==> src/rtl/rr_arbiter8.sv <==
// rtl/rr_arbiter8.sv - 8-way round-robin arbiter with hold limit and forced release
module rr_arbiter8 #(
    parameter int unsigned MAX_HOLD = 15
) (
    input  logic       clk,
    input  logic       rst_n,
    input  logic [7:0] req,
    input  logic       done,
    output logic [7:0] gnt,
    output logic [2:0] gnt_idx,
    output logic       busy,
    output logic       timeout
);

    typedef enum logic [1:0] {IDLE, GRANT, GAP} state_t;

    localparam logic [7:0] HOLD_LIMIT = 8'(MAX_HOLD - 1);

    state_t     state, state_n;
    logic [2:0] ptr, ptr_n;
    logic [7:0] cnt, cnt_n;
    logic [7:0] gnt_n;
    logic [2:0] idx_n;
    logic       busy_n;
    logic       timeout_n;

    logic [2:0] win_idx;
    logic [2:0] cand;
    logic       found;
    logic       release_normal;
    logic       release_limit;

    // Rotating-priority search starting at ptr.
    always_comb begin
        found   = 1'b0;
        win_idx = ptr;
        cand    = ptr;
        for (int k = 0; k < 8; k++) begin
            cand = ptr + 3'(k);
            if (!found && req[cand]) begin
                found   = 1'b1;
                win_idx = cand;
            end
        end
    end

    assign release_normal = done || !req[gnt_idx];
    assign release_limit  = (cnt == HOLD_LIMIT);

    // GAP is the single dead cycle; its closing edge performs the IDLE arbitration
    // with the pointer already advanced past the previous owner.
    always_comb begin
        state_n   = state;
        ptr_n     = ptr;
        cnt_n     = cnt;
        gnt_n     = gnt;
        idx_n     = gnt_idx;
        busy_n    = busy;
        timeout_n = 1'b0;
        case (state)
            IDLE, GAP: begin
                if (found) begin
                    state_n = GRANT;
                    gnt_n   = 8'(1) << win_idx;
                    idx_n   = win_idx;
                    busy_n  = 1'b1;
                    cnt_n   = 8'd0;
                end else begin
                    state_n = IDLE;
                    gnt_n   = 8'd0;
                    busy_n  = 1'b0;
                end
            end
            GRANT: begin
                if (release_normal || release_limit) begin
                    state_n   = GAP;
                    gnt_n     = 8'd0;
                    busy_n    = 1'b0;
                    ptr_n     = gnt_idx + 3'd1;
                    timeout_n = !release_normal;
                end else if (cnt != 8'hFF) begin
                    cnt_n = cnt + 8'd1;
                end
            end
            default: begin
                state_n = IDLE;
                gnt_n   = 8'd0;
                busy_n  = 1'b0;
            end
        endcase
    end

    always_ff @(posedge clk or negedge rst_n) begin
        if (!rst_n) begin
            state   <= IDLE;
            ptr     <= 3'd0;
            cnt     <= 8'd0;
            gnt     <= 8'd0;
            gnt_idx <= 3'd0;
            busy    <= 1'b0;
            timeout <= 1'b0;
        end else begin
            state   <= state_n;
            ptr     <= ptr_n;
            cnt     <= cnt_n;
            gnt     <= gnt_n;
            gnt_idx <= idx_n;
            busy    <= busy_n;
            timeout <= timeout_n;
        end
    end

endmodule

==> config.mk <==
export PLATFORM = sky130hd
export DESIGN_NAME = rr_arbiter8
export DESIGN_NICKNAME = d
export VERILOG_FILES = /design/src/rtl/rr_arbiter8.sv
export SDC_FILE = /design/constraint.sdc
export NUM_CORES = 1
export LEC_CHECK = 0
export BUFFER_PORTS_ARGS = -buffer_cell sky130_fd_sc_hd__buf_2
export CORE_MARGIN = 8
export CORE_UTILIZATION = 56
export CTS_CLUSTER_SIZE = 20
export DETAILED_ROUTE_END_ITERATION = 10
export PLACE_DENSITY = 0.77
export SYNTH_ARGS = -nofsm -noshare
export SYNTH_HDL_FRONTEND = slang
export SYNTH_SLANG_ARGS = --single-unit
==> constraint.sdc <==
create_clock -name clk -period 6 [get_ports clk]
set_clock_uncertainty 0.05 [all_clocks]
set_input_delay 0.3 -clock clk [delete_from_list [all_inputs] [get_ports clk]]
set_output_delay 0.3 -clock clk [all_outputs]
set_load 0.03 [all_outputs]
==> reports/qor.yml, run 1 <==
status: "completed"
dr.first_iter.drc_count: 131
maxCapViolations: 0
drc_errors: 0
io_buffers: 23
ys_types: 60
antenna_cells: 0
regToRegSetupSlack_ns: 1.87
mostFrequentLayoutCells: "25 x nand2_1, 25 x dfrtp_1, 23 x buf_2"
tns_ns: 0
final_max_slew_viol_count: 0
viasPerCell: 6.49
clock_latency_ns: 0.27
drive_gt1_share_pct: 26.6
grt_overflow: 0
synth_area_um2: 2340
worstMarginPinSlew_ns: 1.05
required_ns: 6.17
post-route-period-util_pct: 68.9
hold-path-cell-count: 3
nets: 261
dr.pass1.iters: 4
cts_sinks: 25
hold_viol: 0
cts_made_buffers: 3
seq_area_um2: 626
r2r_end: "cnt[6]$_DFFE_PN0P_"
rows: 23
end_kind: "flop"
hold_ws_ns: 0.328
core_area_um2: 4030
grt_pass1_wl_um: 9190
synth_top_area_cell: "dfrtp_1"
hold_path.class: "in2reg"
hpwlAfterDp_um: 4260
drt-total-wl_um: 5530
path_clk_slew_ns: 0.09
antenna_left: 0
async_reset_ff_share_pct: 100
clock_path_buffers: 2
min_to: "timeout$_DFF_PN0_"
setup_viol: 0
path_class: "reg2reg"
initial_core_util_pct: 58.2
fin_crit_ns: 4.13
worstHoldStart: "done"
fmax_mhz: 242
fp.dieW_um: 80.7
tritoncts: "built"
r2r-start: "ptr[0]$_DFFE_PN0P_"
grt_max_degree: 26
multi_input_area_um2: 1590
synth_top_area_share_pct: 26.7
synth-main-ff-cell: "dfrtp_1"
ys_seq_area_share_pct: 26.7
post_drt_wl_per_cell_um: 18.8
arrival_ns: 4.30
synthCells: 225
ys_ff_latch: 25
yosys-top-cells-area: "dfrtp_1 27%, mux4_2 12%, mux2i_1 5.5%"
start_kind: "flop"
crit_fanout: 16
place_congestion: 0.939
r2r_cells: 9
cts_root_buf: "clkbuf_8"
syn_area_per_cell_um2: 10.4
synth_warnings: 0
nFillCells: 341
synth_edf_count: 0
area_growth_pct: 6.46
dieArea_um2: 6510
io_pins: 24
route.vias.total: 1908
cts-htree-levels: 1
syn-num-nets: 241
grt_usage_pct: 17.8
die_h_um: 80.7
slew_headroom_pct: 29.3
antenna_found_initial: 0
grt_pass1_vias: 1853
rsz0062_at_grt: "false"
registers in the layout, summed over array words and instances (netlist names):
register,cells
timeout,1
cnt,8
state,1
busy,1
gnt,8
ptr,3
gnt_idx,3
cells by family after synthesis:
| family | count (synthesis) | synth area share, % |
|---|---|---|
| buffers and inverters | 19 | 5.66 |
| adder cells (fa/ha/maj) | 5 | 2.67 |
| AO/OA/AOI/OAI | 57 | 21.7 |
| AND/OR/NAND/NOR | 75 | 15.4 |
| flip-flops | 25 | 26.7 |
| XOR/XNOR | 10 | 4.70 |
| multiplexers | 34 | 23.3 |
worst max path at each step:
stage	start	endpoint	slack, ns
6_report	ptr[0]$_DFFE_PN0P_	cnt[6]$_DFFE_PN0P_	1.87
5_1_grt	ptr[0]$_DFFE_PN0P_	cnt[6]$_DFFE_PN0P_	1.53
2_1_floorplan	ptr[1]$_DFFE_PN0P_	gnt[4]$_DFFE_PN0P_	2.79
4_1_cts	ptr[0]$_DFFE_PN0P_	cnt[6]$_DFFE_PN0P_	1.91
3_3_place_gp	ptr[0]$_DFFE_PN0P_	cnt[2]$_DFFE_PN0P_	2.03
3_5_place_dp	ptr[0]$_DFFE_PN0P_	cnt[2]$_DFFE_PN0P_	1.90
through the flow:
| step | instances | cell area (um2) | utilization (%) | setup slack, ns |
|---|---|---|---|---|
| 5_1_grt | 294 | 2500 | 62.0 | 1.53 |
| 3_5_place_dp | 289 | 2440 | 60.6 | 1.90 |
| 2_1_floorplan | 225 | 2340 | - | 2.79 |
| 4_1_cts | 294 | 2500 | 62.0 | 1.91 |
| 6_report | 294 | 2500 | 62.0 | 1.87 |
| 3_3_place_gp | 289 | 2440 | 60.6 | 2.03 |
routing by layer:
| layer | up-vias | wire, um | track usage, % |
|---|---|---|---|
| li1 | 897 | - | - |
| met4 | 0 | 121 | 5.54 |
| met3 | 12 | 256 | 3.24 |
| met1 | 944 | 2560 | 24.7 |
| met2 | 55 | 2590 | 27.6 |
| met5 | - | 0 | 0 |
cell usage after synthesis, drive strengths merged (7+ instances only):
master and number:
xnor2 7, nor2 20, inv 8, dfrtp 25
mux4 14, buf 9, nand3 8, nand2 27
o21ai 11, a21oi 9, mux2i 15
critical path, stage by stage (launching register included):
cell	delay, ns
dfrtp_1	0.82
bufinv_8	0.34
ha_1	0.61
mux4_2	0.45
mux2i_1	0.32
nand3_1	0.24
o31ai_4	0.70
a21oi_1	0.24
a21oi_1	0.19
a31o_1	0.12
final cells by class:
class                           instances  share of cell area, %
Sequential cell                        25                   25.1
Inverter                               10                   2.06
Timing Repair Buffer                   24                   5.01
Clock buffer                            4                   1.80
Multi-Input combinational cell        181                   63.6
Tap cell                               50                   2.51
what timing repair did:
action / CTS / global route
hold buffers: 1 / 0
resized for setup: 0 / 0
setup endpoints to repair: 0 / 0
setup buffers: 0 / 0
hold endpoints to repair: 25 / 0
Power of run 1 is not shown: default switching activity piles up to over one toggle a cycle in this logic, so the estimate is an artifact.
==> run 2: changes to the inputs <==
==> constraint.sdc (replaced) <==
create_clock -name clk -period 4.1 [get_ports clk]
set_clock_uncertainty 0.05 [all_clocks]
set_input_delay 0.205 -clock clk [delete_from_list [all_inputs] [get_ports clk]]
set_output_delay 0.205 -clock clk [all_outputs]
set_load 0.03 [all_outputs]
==> run 2 against run 1 <==
Effect of this change:
- sequential share of layout area fell by 0.37 points
- non-clock buffer count grew 5
- register-to-register slack worse by 1.2 ns
- first-iteration DRC count down 25%
- core utilization rose by 0.93 points
- clock-buffer cell count unchanged
- fmax rose by 22%
- critical path type unchanged
- largest cell class unchanged
- cell area grew 1.5%
- sequential cell count unchanged
- final cell count grew 1.7%
- die area unchanged
==> reports/qor.yml, run 2 (synthesized netlist as in run 1, its figures left out) <==
cts-htree-levels: 1
worst-path-buf-inv: 1
drive_gt1_share_pct: 28.1
antenna_cells: 0
cp_top_family: "compound AO/OA/AOI/OAI gates"
viasPerCell: 6.41
slowest_stage: "ha_1"
clock_latency_ns: 0.27
crit_fanout: 13
rows: 23
cts_sinks: 25
path_class: "reg2reg"
route.vias.total: 1918
fin_crit_ns: 3.39
dr.first_iter.drc_count: 98
setup_viol: 0
place_congestion: 0.982
final_max_slew_viol_count: 0
io_buffers: 23
fmax_mhz: 295
io_pins: 24
end_kind: "flop"
path_clk_slew_ns: 0.09
rsz0062_at_grt: "false"
antenna_left: 0
maxCapViolations: 0
clock_path_buffers: 2
core_area_um2: 4030
postCtsSetupRepairBufs: 0
cts_made_buffers: 3
slowest_delay_ns: 0.66
status: "completed"
die_h_um: 80.7
mostFrequentLayoutCells: "25 x nand2_1, 25 x dfrtp_1, 23 x buf_2"
drc_errors: 0
drt-total-wl_um: 5480
hpwlAfterDp_um: 4210
dr.pass1.iters: 4
tns_ns: 0
fp.dieW_um: 80.7
grt_usage_pct: 17.7
post-route-period-util_pct: 82.8
grt_overflow: 0
nets: 266
tritoncts: "built"
start_kind: "flop"
antenna_found_initial: 0
hold_viol: 0
grt_pass1_wl_um: 9260
initial_core_util_pct: 58.2
post_drt_wl_per_cell_um: 18.3
worstMarginPinSlew_ns: 0.651
required_ns: 4.22
top_regs: "cnt (8), gnt (8)"
path_cells: "clkinv_1 > ha_1 > mux2i_1 > mux4_2 > a22o_4 > a22oi_2 > nor2_1 > o22a_1 > o41ai_2"
dieArea_um2: 6510
grt_max_degree: 26
hold_path.class: "in2reg"
area_growth_pct: 8.06
arrival_ns: 3.51
cts_root_buf: "clkbuf_8"
grt_pass1_vias: 1908
slew_headroom_pct: 56.3
[run 2: cell count changes in the layout (fill, tap and decap cells not counted)]
| cell | change |
|---|---|
| buf_4 | +5 |
[run 2: final timing paths]
| check | start | endpoint | slack [ns] | cells after the start |
|---|---|---|---|---|
| worst max-delay path | ptr[1]$_DFFE_PN0P_ | gnt[7]$_DFFE_PN0P_ | 0.71 | 9 |
| worst min-delay path | done | timeout$_DFF_PN0_ | 0.21 | 3 |
| worst max register to register | ptr[1]$_DFFE_PN0P_ | gnt[7]$_DFFE_PN0P_ | 0.71 | 9 |
| worst min register to register | gnt[7]$_DFFE_PN0P_ | gnt[7]$_DFFE_PN0P_ | 0.43 | 2 |
| max in group asynchronous | rst_n | ptr[0]$_DFFE_PN0P_ | 3.19 | 2 |
| min in group asynchronous | rst_n | cnt[0]$_DFFE_PN0P_ | 0.42 | 2 |
[run 2: per-layer routing]
layer  global-route usage, %  vias up  part of all wire [%]
li1                        -      911                     -
met1                    24.0      933                    45
met2                    28.1       62                    47
met3                    3.24       12                   5.5
met4                    5.36        0                   2.4
met5                       0        -                     0
[run 2: stage by stage]
stage                     instances  instance area [um2]  setup slack [ns]  utilization, %  hold WS (ns)
after global placement          294                 2480             0.832            61.5         0.171
after global routing            299                 2530             0.498            62.9         0.202
after detailed placement        294                 2480             0.789            61.5         0.179
after CTS                       299                 2530             0.744            62.9         0.209
after floorplan                 225                 2340             0.893               -        -0.141
final                           299                 2530             0.706            62.9         0.211
[run 2: layout make-up]
class | instances | area [um2]
clock buffer | 4 | 45.0
tap | 50 | 62.6
inverter | 10 | 51.3
timing repair buffer | 29 | 163
sequential | 25 | 626
fill | 308 | 1500
multi-input combinational | 181 | 1590
[run 2: repair_timing]
item,CTS,global route
hold endpoints to repair,25,0
gates resized for setup,0,0
hold buffers,1,0
[run 2: worst min-delay path, cell delays in order]
cell,delay [ns]
buf_2,0.09
nor2_1,0.05
and3_1,0.15
Power of run 2 is left out for the same reason.
